`src/rtl/uart_pkg.sv`:
```
// Shared constants, FSM states and helpers for the UART message arbiter.
// Optional tag byte per message is enabled with UART_TX_ARB_TAG_EN.
package uart_pkg;

  localparam int         WORD_W   = 32;
  localparam logic [7:0] ASCII_NL = 8'h0A;
  localparam logic [7:0] ASCII_0  = 8'h30;
  localparam logic [7:0] ASCII_A  = 8'h41;

  typedef enum logic [1:0] {
    IDLE,
    TAG,
    DIGIT,
    NEWLINE
  } state_e;

  function automatic logic [7:0] to_hex(
    input logic [3:0] n
  );
    if (n < 4'd10) return ASCII_0 + {4'h0, n};
    return ASCII_A + {4'h0, n} - 8'd10;
  endfunction

endpackage

```
`src/rtl/rr_arbiter.sv`:
```
// Combinational round-robin select, searching upward from last_grant+1.
// Emits a one-hot grant and the matching index.
module rr_arbiter #(
  parameter int NUM_REQ = 3,
  parameter int ID_W    = 2
) (
  input  logic [NUM_REQ-1:0] req_valid,
  input  logic [ID_W-1:0]    last_grant,
  output logic [NUM_REQ-1:0] gnt,
  output logic [ID_W-1:0]    idx
);

  int   k;
  logic found;

  always_comb begin
    gnt   = '0;
    idx   = '0;
    found = 1'b0;
    k     = 0;
    for (int i = 1; i <= NUM_REQ; i++) begin
      k = (int'(last_grant) + i) % NUM_REQ;
      if (!found && req_valid[k]) begin
        found  = 1'b1;
        gnt[k] = 1'b1;
        idx    = k[ID_W-1:0];
      end
    end
  end

endmodule

```
`src/rtl/uart_tx_arbiter.sv`:
```
// Round-robin arbiter serialising 32-bit words as ASCII hex lines.
// UART_TX_ARB_TAG_EN prefixes each line with the requester digit.
module uart_tx_arbiter
  import uart_pkg::*;
#(
  parameter int NUM_REQ = 3,
  parameter int ID_W    = 2
) (
  input  logic                      clk,
  input  logic                      rst_n,
  input  logic [NUM_REQ-1:0]        req_valid,
  input  logic [NUM_REQ*WORD_W-1:0] req_data,
  output logic [NUM_REQ-1:0]        req_ready,
  input  logic                      uart_tx_ready,
  output logic                      uart_new_byte,
  output logic [7:0]                uart_byte,
  output logic                      busy,
  output logic [ID_W-1:0]           grant_id
);

  state_e              state_q, state_d;
  logic [WORD_W-1:0]   shreg_q, shreg_d;
  logic [3:0]          cnt_q, cnt_d;
  logic [ID_W-1:0]     grant_q, grant_d;
  logic [ID_W-1:0]     last_q, last_d;
  logic [7:0]          byte_q;
  logic                prev_q;
  logic [NUM_REQ-1:0]  rr_gnt;
  logic [ID_W-1:0]     rr_idx;
  logic                issue;
  logic [7:0]          chr;

  rr_arbiter #(
    .NUM_REQ (NUM_REQ),
    .ID_W    (ID_W)
  ) u_rr (
    .req_valid  (req_valid),
    .last_grant (last_q),
    .gnt        (rr_gnt),
    .idx        (rr_idx)
  );

  // Strobe only into an idle transmitter, never back to back.
  assign issue = rst_n && (state_q != IDLE)
              && uart_tx_ready && !prev_q;

  always_comb begin
    state_d = state_q;
    shreg_d = shreg_q;
    cnt_d   = cnt_q;
    grant_d = grant_q;
    last_d  = last_q;
    chr     = 8'h00;
    unique case (state_q)
      IDLE: begin
        if (|req_valid) begin
          grant_d = rr_idx;
          last_d  = rr_idx;
          shreg_d = req_data[int'(rr_idx)*WORD_W +: WORD_W];
          cnt_d   = 4'd8;
`ifdef UART_TX_ARB_TAG_EN
          state_d = TAG;
`else
          state_d = DIGIT;
`endif
        end
      end
`ifdef UART_TX_ARB_TAG_EN
      TAG: begin
        chr = ASCII_0 + 8'(grant_q);
        if (issue) state_d = DIGIT;
      end
`endif
      DIGIT: begin
        chr = to_hex(shreg_q[WORD_W-1 -: 4]);
        if (issue) begin
          shreg_d = {shreg_q[WORD_W-5:0], 4'h0};
          cnt_d   = cnt_q - 4'd1;
          if (cnt_q == 4'd1) state_d = NEWLINE;
        end
      end
      NEWLINE: begin
        chr = ASCII_NL;
        if (issue) state_d = IDLE;
      end
      default: state_d = IDLE;
    endcase
  end

  always_ff @(posedge clk or negedge rst_n) begin
    if (!rst_n) begin
      state_q <= IDLE;
      shreg_q <= '0;
      cnt_q   <= '0;
      grant_q <= '0;
      last_q  <= ID_W'(NUM_REQ - 1);
      byte_q  <= 8'h00;
      prev_q  <= 1'b0;
    end else begin
      state_q <= state_d;
      shreg_q <= shreg_d;
      cnt_q   <= cnt_d;
      grant_q <= grant_d;
      last_q  <= last_d;
      byte_q  <= uart_byte;
      prev_q  <= issue;
    end
  end

  assign req_ready = (rst_n && state_q == IDLE)
                   ? rr_gnt : '0;
  assign uart_new_byte = issue;
  assign uart_byte     = issue ? chr : byte_q;
  assign busy          = (state_q != IDLE);
  assign grant_id      = grant_q;

endmodule

```
`config.mk`:
```
export PLATFORM = sky130hd
export DESIGN_NAME = uart_tx_arbiter
export DESIGN_NICKNAME = d
export VERILOG_FILES = /design/src/rtl/uart_pkg.sv /design/src/rtl/rr_arbiter.sv /design/src/rtl/uart_tx_arbiter.sv
export SDC_FILE = /design/constraint.sdc
export NUM_CORES = 1
export LEC_CHECK = 0
export ABC_AREA = 1
export CAP_MARGIN = 40
export CORE_ASPECT_RATIO = 1.75
export CORE_UTILIZATION = 65
export DETAILED_ROUTE_END_ITERATION = 16
export DONT_BUFFER_PORTS = 1
export PLACE_DENSITY = 0.82
export SLEW_MARGIN = 20
export SYNTH_ARGS = -nofsm -noshare
export SYNTH_HDL_FRONTEND = slang
export SYNTH_SLANG_ARGS = --single-unit
export TNS_END_PERCENT = 1
```
`constraint.sdc`:
```
create_clock -name clk -period 2.21 [get_ports clk]
set_input_delay 0.1105 -clock clk [delete_from_list [all_inputs] [get_ports clk]]
set_output_delay 0.1105 -clock clk [all_outputs]
set_load 0.05 [all_outputs]
```
==> reports/results.txt <==
RSZ-0062 raised after global routing: true
CTS sink cnt: 50
Placed Area: 4151 µm²
Max Freq: 434.2 MHz
DRT Wirelength: 10.69 mm
antenna violations before repair: 0
Antenna Nets Post-Route: 0
Pins Over Slew Limit: 0
Synth Warn #: 0
Nets: 770
Worst path slowest cell: dfstp_2
CTS tree: done
most frequent cell after synthesis: nand2_1
Slew Limit Headroom: 60.49%
total power: 8890 µW
Hold Path Cell Cnt: 4
Worst Skew: 0.009451 ns
Tcrit/Tclk final: 104.2%
Die W: 61.43 µm
DP Wirelength: 7.065 mm
Crit Path Category: register to register
Min-Delay Endpoint: shreg_q[2]$_DFFE_PN0P_
HP Start: req_data[34]
Slew @ Worst Pin: 0.5926 ns
top_reg_cell synth: dfrtp_1
final setup vio count: 22
most frequent cells after synthesis: nand2_1 (224), inv_1 (99), nand3_1 (84)
EDFF count, synth: 0
standard-cell row count: 37
count of boundary I/O pins: 117
Post-Syn Area: 4018 µm²
Worst Path Max Fanout: 10
Leak: 0.002668 µW
FF-to-FF End: shreg_q[15]$_DFFE_PN0P_
type of the worst min-delay path: primary input to register
Synth cell types: 35
CP Launch Point: last_q[1]$_DFFE_PN1P_
worst-path cell chain: ha_4 -> nand2_2 -> nand3_2 -> nand2_4 -> buf_6 -> nand4_1 -> nand2_4 -> clkbuf_16 -> nand2_1 -> nand3_1 -> nand2_1 -> nand2_1 -> nand2_1
hold slack final: -0.001330 ns
status: complete, but fails checks
clk_lat worst skew: 0.32 ns
gr usage total: 32.19%
Non-Filler Instances: 740
Placed Cells: 718
Sw Share: 52.75%
largest cells by area after synthesis: dfrtp_1 (31%), nand2_1 (21%), nand3_1 (10%), inv_1 (9.2%), nor2_1 (6.8%)
Port Buffers: 0
arrival time worst endpoint: 2.51 ns
Place WS: -0.07132 ns
CP delay by family, top: simple AND/OR/NAND/NOR gates
Int Pwr: 4200 µW
Placer Congestion: 0.8419
Worst Setup End Kind: register
R2R Path Start: last_q[1]$_DFFE_PN1P_
Final WS setup: -0.09318 ns
Residual DRC: 0
Wirelength per Cell: 14.44 µm
via count: 4,025
Syn-to-layout area delta: 13.80%
Clock Power Share: 6.5%
Gate Count Post-Synth: 645
Synth area leader: dfrtp_1
register bit count reported by yosys: 50
final instance area: 4572 µm²
DRT Pass-1 Iters: 4
startpoint types: register
CTS Buffer Depth: 2
grt total ovfl: 0
Syn Area/Cell: 6.229 µm²
Root Driver: clkbuf_8
number of diodes: 0
R2R Setup Slk: -0.09 ns
Post-Syn Nets: 754
die outline area: 6512 µm²
share of synthesized registers carrying an async set or reset: 100.0%
vias in the first global route: 3,718
layout cells sized above 1: 16.47%
Power Density: 1944 nW/µm²
Bufs and invs on worst path: 2
Clk pin slew, worst setup/hold paths: 0.09 ns
die height: 106.0 µm
H-tree lvl count: 2
min Tclk post-route: 2.303 ns
worst vdd ir: 0.001300 V
vias per inst: 5.439
Synth top area share: 30.52%
Starting Density: 67.80%
largest net degree at the start of global routing: 60
Flop pwr share: 18.2%
worst-case reg-to-reg path depth: 13
CTS buffer count: 5
core area: 5926 µm²
register area share after synthesis: 31.17%
max_cap viols: 0
failing checks: hold timing, setup timing
final hold violation count: 2
1st-iter DRT viols: 283
CP most frequent cell: nand2_1
Max stage delay on crit path: 0.60 ns
Sw Pwr: 4690 µW
global-route wire length before repair: 15.89 mm
Crit path required time: 2.41 ns
combinational share of power: 75.3%
-- state kept, by name, indices dropped and copies added, names as in the netlist --
| name | flops |
|---|---|
| grant_id | 2 |
| cnt_q | 4 |
| shreg_q | 32 |
| state_q | 2 |
| prev_q | 1 |
| byte_q | 8 |
| last_q | 1 |
-- cell usage in the layout, fill, tap and decap left out, types with 5 or more instances in the layout --
master / Yosys / routed
buf_4: 5 / 23
clkinv_1: 10 / 10
inv_2: 6 / 8
inv_1: 99 / 95
clkbuf_8: 0 / 6
nand3_1: 84 / 79
nand3_2: 22 / 26
nand2_1: 224 / 215
nand2_2: 2 / 10
buf_12: 1 / 6
buf_6: 5 / 5
o21ai_1: 0 / 6
a21oi_1: 5 / 5
dfrtp_1: 49 / 49
o21ai_0: 13 / 7
nor2_1: 73 / 72
-- routing by layer --
metal | track usage [%] | part of all wire (%) | up-vias
li1 | - | - | 1980
met1 | 36.68 | 39 | 1852
met2 | 55.75 | 52 | 163
met3 | 5.961 | 6.1 | 30
met4 | 14.60 | 3.5 | 0
met5 | 0 | 0 | -
-- cell type report --
class,count,area (µm²)
Sequential cell,50,1252
Clock buffer,6,82.58
Tap cell,78,97.59
Clock inverter,2,12.51
Fill cell,476,1354
Inverter,116,442.9
Multi-Input combinational cell,447,2182
Timing Repair Buffer,41,501.7
-- worst max-delay path by stage --
stage,cells past startpoint,to
detailed placement,15,shreg_q[10]$_DFFE_PN0P_
global placement,15,shreg_q[29]$_DFFE_PN0P_
global route,14,shreg_q[15]$_DFFE_PN0P_
finish,13,shreg_q[15]$_DFFE_PN0P_
CTS,11,req_ready[1]
floorplan,6,byte_q[4]$_DFF_PN0_
-- power by group through the flow --
stage | registers, µW | logic, µW | clock network, µW
global placement | 1600 | 5450 | 0
floorplan | 1540 | 4580 | 0
global route | 1650 | 7410 | 610
detailed placement | 1610 | 5570 | 0
CTS | 1600 | 5810 | 583
finish | 1610 | 6700 | 580
-- logic make-up (layout without fill, tap and decap cells) --
logic type	Yosys count	count (layout)	synth area share [%]
and+or+nand+nor	414	414	46.00
buffers and inverters	148	165	16.91
DFF	50	50	31.17
AOI/OAI and AO/OA	25	25	3.519
adders and majority gates	7	7	2.180
xor gates and xnor gates	1	1	0.2180
-- worst reg2reg max path: stages (launching register included) --
cell and delay [ns]:
dfstp_2 0.60, ha_4 0.24, nand2_2 0.08, nand3_2 0.08
nand2_4 0.11, buf_6 0.10, nand4_1 0.23, nand2_4 0.25
clkbuf_16 0.19, nand2_1 0.05, nand3_1 0.06, nand2_1 0.06
nand2_1 0.07, nand2_1 0.07
-- per-stage QoR --
step	TNS [ns]	utilization [%]
3_5_place_dp	-0.8058	70.06
3_3_place_gp	-0.3668	70.06
2_1_floorplan	-1.908	-
5_1_grt	-4.236	77.15
4_1_cts	-0.002400	73.73
6_report	-0.4769	77.15
-- repair_timing --
action                                  CTS  global route
endpoints found under the setup margin   35            36
pin swaps                                 2            11
buffers inserted                          5             3
hold buffers                              2             0
resized for setup                        16            21
endpoints found under the hold margin    50             0
cloned                                    0             4
(Power assumes the default switching activity.)
